File: config.mk
export PLATFORM = sky130hd
export DESIGN_NAME = mux4_arb
export DESIGN_NICKNAME = d
export VERILOG_FILES = /design/src/rtl/cpu_pkg.sv /design/src/rtl/rr_pick4.sv /design/src/rtl/mux4_arb.sv
export SDC_FILE = /design/constraint.sdc
export NUM_CORES = 1
export LEC_CHECK = 0
export ABC_CLOCK_PERIOD_IN_PS = 1700
export BUFFER_PORTS_ARGS = -buffer_cell sky130_fd_sc_hd__buf_2
export CORE_MARGIN = 4
export CORE_UTILIZATION = 42
export CTS_CLUSTER_SIZE = 25
export DETAILED_ROUTE_END_ITERATION = 8
export PLACE_DENSITY = 0.7
export SETUP_SLACK_MARGIN = 0.02
export SLEW_MARGIN = 30
export SYNTH_ARGS = -nofsm -noshare
export SYNTH_HDL_FRONTEND = slang
export SYNTH_SLANG_ARGS = --single-unit
File: constraint.sdc
create_clock -name clk -period 1.7 [get_ports clk]
set_clock_uncertainty 0.1 [all_clocks]
set_input_delay 0.17 -clock clk [delete_from_list [all_inputs] [get_ports clk]]
set_output_delay 0.17 -clock clk [all_outputs]
set_load 0.03 [all_outputs]
File: src/rtl/cpu_pkg.sv
// Shared arbiter constants and state encoding for the mux4 port arbiter.
package cpu_pkg;

   localparam int NREQ  = 4;
   localparam int SEL_W = 2;

   typedef enum logic {
      IDLE  = 1'b0,
      GRANT = 1'b1
   } arbState_e;

   function automatic logic [NREQ-1:0] oneHot(input logic [SEL_W-1:0] idx);
      return NREQ'(1) << idx;
   endfunction

endpackage

File: src/rtl/rr_pick4.sv
// Rotated priority encoder: first requester after ptr_i (wrapping, ptr_i itself last).
module rr_pick4
   import cpu_pkg::*;
(
   input  logic [NREQ-1:0]  req_i,
   input  logic [SEL_W-1:0] ptr_i,
   output logic             found_o,
   output logic [SEL_W-1:0] idx_o
);

   logic [SEL_W-1:0] cand;

   // Walk lowest priority first so the highest-priority hit is written last.
   always_comb begin
      found_o = 1'b0;
      idx_o   = ptr_i;
      cand    = ptr_i;
      for (int k = NREQ; k >= 1; k--) begin
         cand = ptr_i + SEL_W'(k);
         if (req_i[cand]) begin
            found_o = 1'b1;
            idx_o   = cand;
         end
      end
   end

endmodule

File: src/rtl/mux4_arb.sv
// Round-robin arbiter driving the shared mux4 select; define MUX4_ARB_HOLD_EN
// for sticky bursts bounded by last_i and HOLD_MAX, otherwise one beat per grant.
module mux4_arb
   import cpu_pkg::*;
#(
   parameter int HOLD_MAX = 4
)
(
   input  logic             clk,
   input  logic             reset,
   input  logic [NREQ-1:0]  req_i,
   input  logic [NREQ-1:0]  last_i,
   input  logic             rdy_i,
   output logic [NREQ-1:0]  gnt_o,
   output logic [SEL_W-1:0] sel_o,
   output logic             valid_o
);

   arbState_e        state_q, state_d;
   logic [SEL_W-1:0] ptr_q, ptr_d;
   logic [SEL_W-1:0] sel_q, sel_d;
   logic [NREQ-1:0]  gnt_q, gnt_d;
   logic             pickFound;
   logic [SEL_W-1:0] pickIdx;
   logic             beat;
   logic             burstEnd;
   logic             term;

`ifdef MUX4_ARB_HOLD_EN
   localparam int CNT_W = $clog2(HOLD_MAX) + 1;
   localparam logic [CNT_W-1:0] HOLD_LAST = CNT_W'(HOLD_MAX - 1);

   logic [CNT_W-1:0] beatCnt_q, beatCnt_d;

   assign burstEnd = last_i[sel_q] || (beatCnt_q == HOLD_LAST);
`else
   localparam int unusedHoldMax = HOLD_MAX;
   logic unusedLast;

   assign unusedLast = ^last_i;
   assign burstEnd   = 1'b1;
`endif

   // ptr_q equals sel_q while granted, so one picker serves both IDLE and handover.
   rr_pick4 uPick (
      .req_i   (req_i),
      .ptr_i   (ptr_q),
      .found_o (pickFound),
      .idx_o   (pickIdx)
   );

   assign valid_o = gnt_q[sel_q] & req_i[sel_q];
   assign beat    = valid_o & rdy_i;
   assign term    = (state_q == GRANT) && (!req_i[sel_q] || (beat && burstEnd));
   assign gnt_o   = gnt_q;
   assign sel_o   = sel_q;

   always_comb begin
      state_d = state_q;
      ptr_d   = ptr_q;
      sel_d   = sel_q;
      gnt_d   = gnt_q;
`ifdef MUX4_ARB_HOLD_EN
      beatCnt_d = beatCnt_q;
`endif
      if ((state_q == IDLE) || term) begin
         if (pickFound) begin
            state_d = GRANT;
            ptr_d   = pickIdx;
            sel_d   = pickIdx;
            gnt_d   = oneHot(pickIdx);
`ifdef MUX4_ARB_HOLD_EN
            beatCnt_d = '0;
`endif
         end else begin
            state_d = IDLE;
            gnt_d   = '0;
         end
      end
`ifdef MUX4_ARB_HOLD_EN
      else if (beat) begin
         beatCnt_d = beatCnt_q + CNT_W'(1);
      end
`endif
   end

   always_ff @(posedge clk) begin
      if (reset) begin
         state_q <= IDLE;
         ptr_q   <= 2'b11;
         sel_q   <= '0;
         gnt_q   <= '0;
`ifdef MUX4_ARB_HOLD_EN
         beatCnt_q <= '0;
`endif
      end else begin
         state_q <= state_d;
         ptr_q   <= ptr_d;
         sel_q   <= sel_d;
         gnt_q   <= gnt_d;
`ifdef MUX4_ARB_HOLD_EN
         beatCnt_q <= beatCnt_d;
`endif
      end
   end

endmodule
==> flow_summary.yaml, run 1 <==
grt:
  grt_antenna_before_repair: 0
  grt_pass1_vias: 511
  grt_pass1_wl_mm: 2.34
  grt_usage_pct: 16.7
  grt_max_degree: 10
  grt.overflow.total: 0
drt:
  routedWlPerCell_um: 14.9
  ant_nets: 0
  drc_errors: 0
  drtIter0Drc: 16
  drt-total-wl_mm: 1.54
  num_vias: 622
  via_per_inst: 6.04
  first_pass_iters: 4
timing:
  min_period_ns: 1.65
  fmax_mhz: 607
  slew_viol_final: 0
  grt_setup_unrepaired: "true"
  tightest_slew_ns: 0.403
  slew_headroom_pct: 73.1
  finalSetupViolCount: 0
  final-hold-violation-count: 0
  period_share_pct: 96.8
worst_setup_path:
  endpoint_kind: "register"
  worstPathRequired_ns: 1.78
  cp-endpoint: "gnt_o[1]$_SDFFE_PP0P_"
  rrSetupSlack_ns: 0.05
  arrival_ns: 1.72
  r2r-start: "sel_o[0]$_SDFFE_PP0P_"
  reg2regPathDepth: 3
  timing_worst_setup_path_type: "register to register"
  r2r-end: "gnt_o[1]$_SDFFE_PP0P_"
  crit_fanout: 6
  startpoint_type: "register"
  cp-startpoint: "sel_o[0]$_SDFFE_PP0P_"
finish:
  layout_common_cells: "buf_2, buf_4, dfxtp_1"
  antenna_cells: 0
  fill_cells: 104
  fin_util_pct: 65.6
  area_growth_pct: 38.2
  fin_area_um2: 778
  final_layout_size_suffix_gt1_share_pct: 40.4
  layout_commonest_cell: "buf_2"
  fin_nets: 101
synth:
  synth_area_um2: 563
  synth_nets: 74
  syn_area_per_cell_um2: 8.94
  ys_ff_latch: 9
  ys_seq_area_share_pct: 32.0
  yosys_warnings: 0
  async_flop_share_pct: 0
  synth.distinct_cells: 29
  synth-edff-count: 0
  synth_ff_type: "dfxtp_1"
  postSynthCellCount: 63
min_path:
  hold_path.class: "input port to register"
  worstHoldStart: "reset"
job:
  max_cap_viol_count: 0
outcome:
  status: "finished, final reports clean"
clock_network:
  cts_buffers: 3
  cts.clk_slew.worst_paths_ns: 0.07
  ctsHtreeMaxLevel: 1
  insertion_delay_ns: 0.27
  cts_sinks: 9
  cts_root_buffer: "clkbuf_4"
  cts_tree: "built"
  ctsHoldBuffers: 0
  cts_buffer_depth: 2
place:
  place_area_um2: 687
  dp_hpwl_mm: 1.13
  place_congestion: 0.803
  port_buffers: 13
pwr:
  finalPower_w: 0.000809
  powerDensity_mw_per_mm2: 1040
  ir_drop_mv: 0.704
  leakagePower_nw: 0.365
die:
  die_y_um: 44.6
  die_x_um: 44.6
  io_pins: 18
  start_util_pct: 47.5
  fp-row-count: 12
  core_mm2: 0.00119
  die_area_mm2: 0.00199
how the worst min path moves through the flow:
| stage | slack [ns] | depth (start not counted) | end |
|---|---|---|---|
| after global routing | 0.13 | 2 | state_q$_SDFFE_PP0P_ |
| final | 0.12 | 2 | state_q$_SDFFE_PP0P_ |
| after detailed placement | 0.36 | 2 | state_q$_SDFFE_PP0P_ |
| after CTS | 0.08 | 2 | state_q$_SDFFE_PP0P_ |
| after global placement | 0.35 | 2 | state_q$_SDFFE_PP0P_ |
| after floorplan | 0.23 | 2 | state_q$_SDFFE_PP0P_ |
flip-flops by register name, indices dropped and copies added, names as in the netlist:
register / count
state_q: 1
gnt_o: 4
ptr_q: 2
sel_o: 2
critical path, cell delays in order (launching register included):
cell     delay, ns
dfxtp_4       0.38
mux4_2        0.54
and2_4        0.21
o41ai_1       0.31
layout make-up:
| cell class | instances | area [um2] | share of cell area [%] |
|---|---|---|---|
| clock buffer | 3 | 22.5 | 2.89 |
| clock inverter | 1 | 5.00 | 0.643 |
| inverter | 2 | 7.51 | 0.965 |
| timing repair buffer | 24 | 155 | 19.9 |
| sequential | 9 | 184 | 23.6 |
| multi-input combinational | 50 | 387 | 49.7 |
| tap | 14 | 17.5 | 2.25 |
synthesized netlist by cell type, drive strengths merged (2+ instances only):
library cell,n,area (um2)
a21oi,3,15.0
nand2b,4,25.0
a21o,3,23.8
nand3,3,15.0
nand4,4,25.0
mux2i,5,50.1
nand3b,2,15.0
dfxtp,9,180
nand2,4,15.0
o41ai,4,35.0
buf,2,22.5
nor2,3,11.3
nor4,2,12.5
cells by family after synthesis:
family          share of synthesized area, %
flops                                   32.0
mux                                     12.9
buf+inv                                 5.33
compound gates                          21.3
simple gates                            28.4
report_power, final:
part | internal (W) | switching [W]
Sequential | 0.000245 | 0.0000288
Combinational | 0.000159 | 0.000204
Clock | 0.0000872 | 0.0000852
Total | 0.000492 | 0.000318
metrics by stage:
stage | setup slack, ns | TNS [ns] | cells | hold WS [ns]
after floorplan | -0.0387 | -0.155 | 63 | 0.228
after global placement | 0.0235 | 0 | 96 | 0.348
after detailed placement | -0.0180 | -0.0180 | 96 | 0.360
after CTS | 0.0280 | 0 | 100 | 0.0788
after global routing | -0.00733 | -0.0100 | 103 | 0.130
final | 0.0536 | 0 | 103 | 0.123
metal layers:
layer	track usage [%]	vias to the layer above	wire length, um
met5	0	-	0
met3	7.32	4	124
met4	5.42	0	19
li1	-	298	-
met2	25.5	26	735
met1	20.9	294	657
what timing repair did:
item,CTS,global route
endpoints found under the setup margin,1,6
pin swaps,0,2
buffers inserted,0,3
resized for setup,1,5
Power figures use the tool's default switching activity.
==> inputs of run 2 (changes only) <==
--- a/config.mk
+++ b/config.mk
@@ -6,12 +6,12 @@
 export NUM_CORES = 1
 export LEC_CHECK = 0
 export ABC_CLOCK_PERIOD_IN_PS = 1700
-export BUFFER_PORTS_ARGS = -buffer_cell sky130_fd_sc_hd__buf_2
-export CORE_MARGIN = 4
-export CORE_UTILIZATION = 42
+export CORE_AREA = 4 4 41 43
 export CTS_CLUSTER_SIZE = 25
 export DETAILED_ROUTE_END_ITERATION = 8
-export PLACE_DENSITY = 0.7
+export DIE_AREA = 0 0 45 47
+export DONT_BUFFER_PORTS = 1
+export PLACE_DENSITY = 0.58
 export SETUP_SLACK_MARGIN = 0.02
 export SLEW_MARGIN = 30
 export SYNTH_ARGS = -nofsm -noshare
==> run 2 against run 1 <==
Setup slack worse by 0.014 ns. Clock-buffer cell count is 1 higher. Flip-flop and latch count stayed put. Wire length is 2.2% higher. Highest routed layer unchanged.
==> flow_summary.yaml, run 2 (synthesis gave the netlist of run 1 again) <==
outcome:
  status: "finished, final reports clean"
grt:
  grt_pass1_vias: 527
  grt.busiest_layer: "met2"
  grt_usage_pct: 16.9
  grt_pass1_wl_mm: 2.45
  met3_usage_pct: 4.98
  grt.overflow.total: 0
  grt_antenna_before_repair: 0
  use_met1_pct: 20.9
  use_met2_pct: 25.7
  grt_max_degree: 10
drt:
  first_pass_iters: 4
  ant_nets: 0
  num_vias: 584
  drtIter0Drc: 12
  drc_errors: 0
  via_per_inst: 6.28
  drt-total-wl_mm: 1.57
  routedWlPerCell_um: 16.9
clock_network:
  cts_tree: "built"
  cts_buffer_depth: 2
  cts_sinks: 9
  cts_buffers: 3
  insertion_delay_ns: 0.27
  cts.clk_slew.worst_paths_ns: 0.06
  ctsHtreeMaxLevel: 1
  cts_root_buffer: "clkbuf_4"
die:
  start_util_pct: 43.3
  die_x_um: 45
  die_area_mm2: 0.00212
  io_pins: 18
  core_mm2: 0.00130
  fp-row-count: 13
  die_y_um: 47
pwr:
  ir_drop_mv: 0.579
  powerDensity_mw_per_mm2: 1070
  leakagePower_nw: 0.302
finish:
  largest_reg_flops: 4
  layout_commonest_cell: "buf_4"
  final_layout_size_suffix_gt1_share_pct: 32.1
  area_growth_pct: 30.4
  antenna_cells: 0
  layout_common_cells: "buf_4, dfxtp_1, mux2i_1"
  fin_nets: 90
  fill_cells: 135
timing:
  slew_headroom_pct: 63.7
  finalSetupViolCount: 0
  final-hold-violation-count: 0
  tightest_slew_ns: 0.540
  fin_hold_ws_ns: 0.0762
  slew_viol_final: 0
  period_share_pct: 97.7
  setup_ws_ns: 0.0394
  min_period_ns: 1.66
  grt_setup_unrepaired: "true"
  fmax_mhz: 602
min_path:
  hold_depth: 3
  worstHoldStart: "req_i[1]"
  hold_end: "state_q$_SDFFE_PP0P_"
  hold_path.class: "input port to register"
worst_setup_path:
  endpoint_kind: "register"
  r2r-end: "gnt_o[1]$_SDFFE_PP0P_"
  rrSetupSlack_ns: 0.04
  r2r-start: "sel_o[0]$_SDFFE_PP0P_"
  startpoint_type: "register"
  max_stage_delay_ns: 0.55
  timing_worst_setup_path_type: "register to register"
  critical-path-slowest-cell: "mux4_2"
  arrival_ns: 1.73
  crit_family: "multiplexers"
  reg2regPathDepth: 3
  critPathBufInv: 0
  crit_chain: "mux4_2 > and2_4 > o41ai_4"
  worstPathRequired_ns: 1.77
  crit_fanout: 5
place:
  port_buffers: 0
  place_congestion: 0.817
  pre_cts_ws_ns: 0.0432
  dp_hpwl_mm: 1.09
job:
  max_cap_viol_count: 0
run 2: cell count changes in the layout (fill, tap and decap cells not counted):
cell	change
clkbuf_1	+1
o41ai_2	+1
dlygate4sd3_1	+1
buf_2	-12
dlymetal6s2s_1	-1
clkinv_2	-1
o41ai_1	-1
buf_6	+1
run 2: worst reg2reg max path, delay by kind of cell (launching register included):
| kind | cells | cell delay (ns) |
|---|---|---|
| DFF | 1 | 0.38 |
| and+or+nand+nor | 1 | 0.20 |
| muxes | 1 | 0.55 |
| AOI/OAI and AO/OA | 1 | 0.33 |
run 2: metal layers:
layer  part of all wire (%)  vias to the layer above  routed length, um
li1                       -                      275                  -
met1                     44                      283                686
met2                     47                       21                732
met3                    7.3                        5                115
met4                    2.3                        0                 36
met5                      0                        -                  0
run 2: area by class of cell:
class / instances / area, um2 / share of cell area, %
multi-input combinational: 50 / 394 / 53.7
sequential: 9 / 184 / 25.0
timing repair buffer: 13 / 104 / 14.1
clock buffer: 4 / 26.3 / 3.58
tap: 15 / 18.8 / 2.56
inverter: 2 / 7.51 / 1.02
run 2: how the worst max path moves through the flow:
stage	slack, ns	to	cells past startpoint	from
2_1_floorplan	-0.04	gnt_o[0]$_SDFFE_PP0P_	4	sel_o[0]$_SDFFE_PP0P_
3_3_place_gp	0.04	gnt_o[1]$_SDFFE_PP0P_	3	sel_o[0]$_SDFFE_PP0P_
3_5_place_dp	0.04	gnt_o[2]$_SDFFE_PP0P_	3	sel_o[0]$_SDFFE_PP0P_
4_1_cts	0.03	gnt_o[1]$_SDFFE_PP0P_	3	sel_o[0]$_SDFFE_PP0P_
5_1_grt	0.004	gnt_o[1]$_SDFFE_PP0P_	3	sel_o[0]$_SDFFE_PP0P_
6_report	0.04	gnt_o[1]$_SDFFE_PP0P_	3	sel_o[0]$_SDFFE_PP0P_
run 2: per-stage QoR:
step	instances	TNS, ns	total power, W	area (um2)	utilization [%]
after global routing	93	0	0.000828	734	56.4
after floorplan	63	-0.155	0.000491	567	-
final	93	0	0.000787	734	56.4
after CTS	92	0	0.000756	697	53.6
after detailed placement	87	0	0.000575	646	49.6
after global placement	87	0	0.000573	646	49.6
run 2: power breakdown:
group	switching (W)	total [W]	internal (W)	leakage [nW]
combinational	0.000196	0.000341	0.000145	0.212
clock	0.0000824	0.000173	0.0000909	0.0150
sequential	0.0000271	0.000273	0.000246	0.0751
total	0.000306	0.000787	0.000481	0.302
run 2: timing repair:
action                                  CTS  global route
gates resized for setup                   2             5
endpoints found under the setup margin    2             4
endpoints found under the hold margin     6             0
hold buffers                              1             0
buffers inserted                          0             1
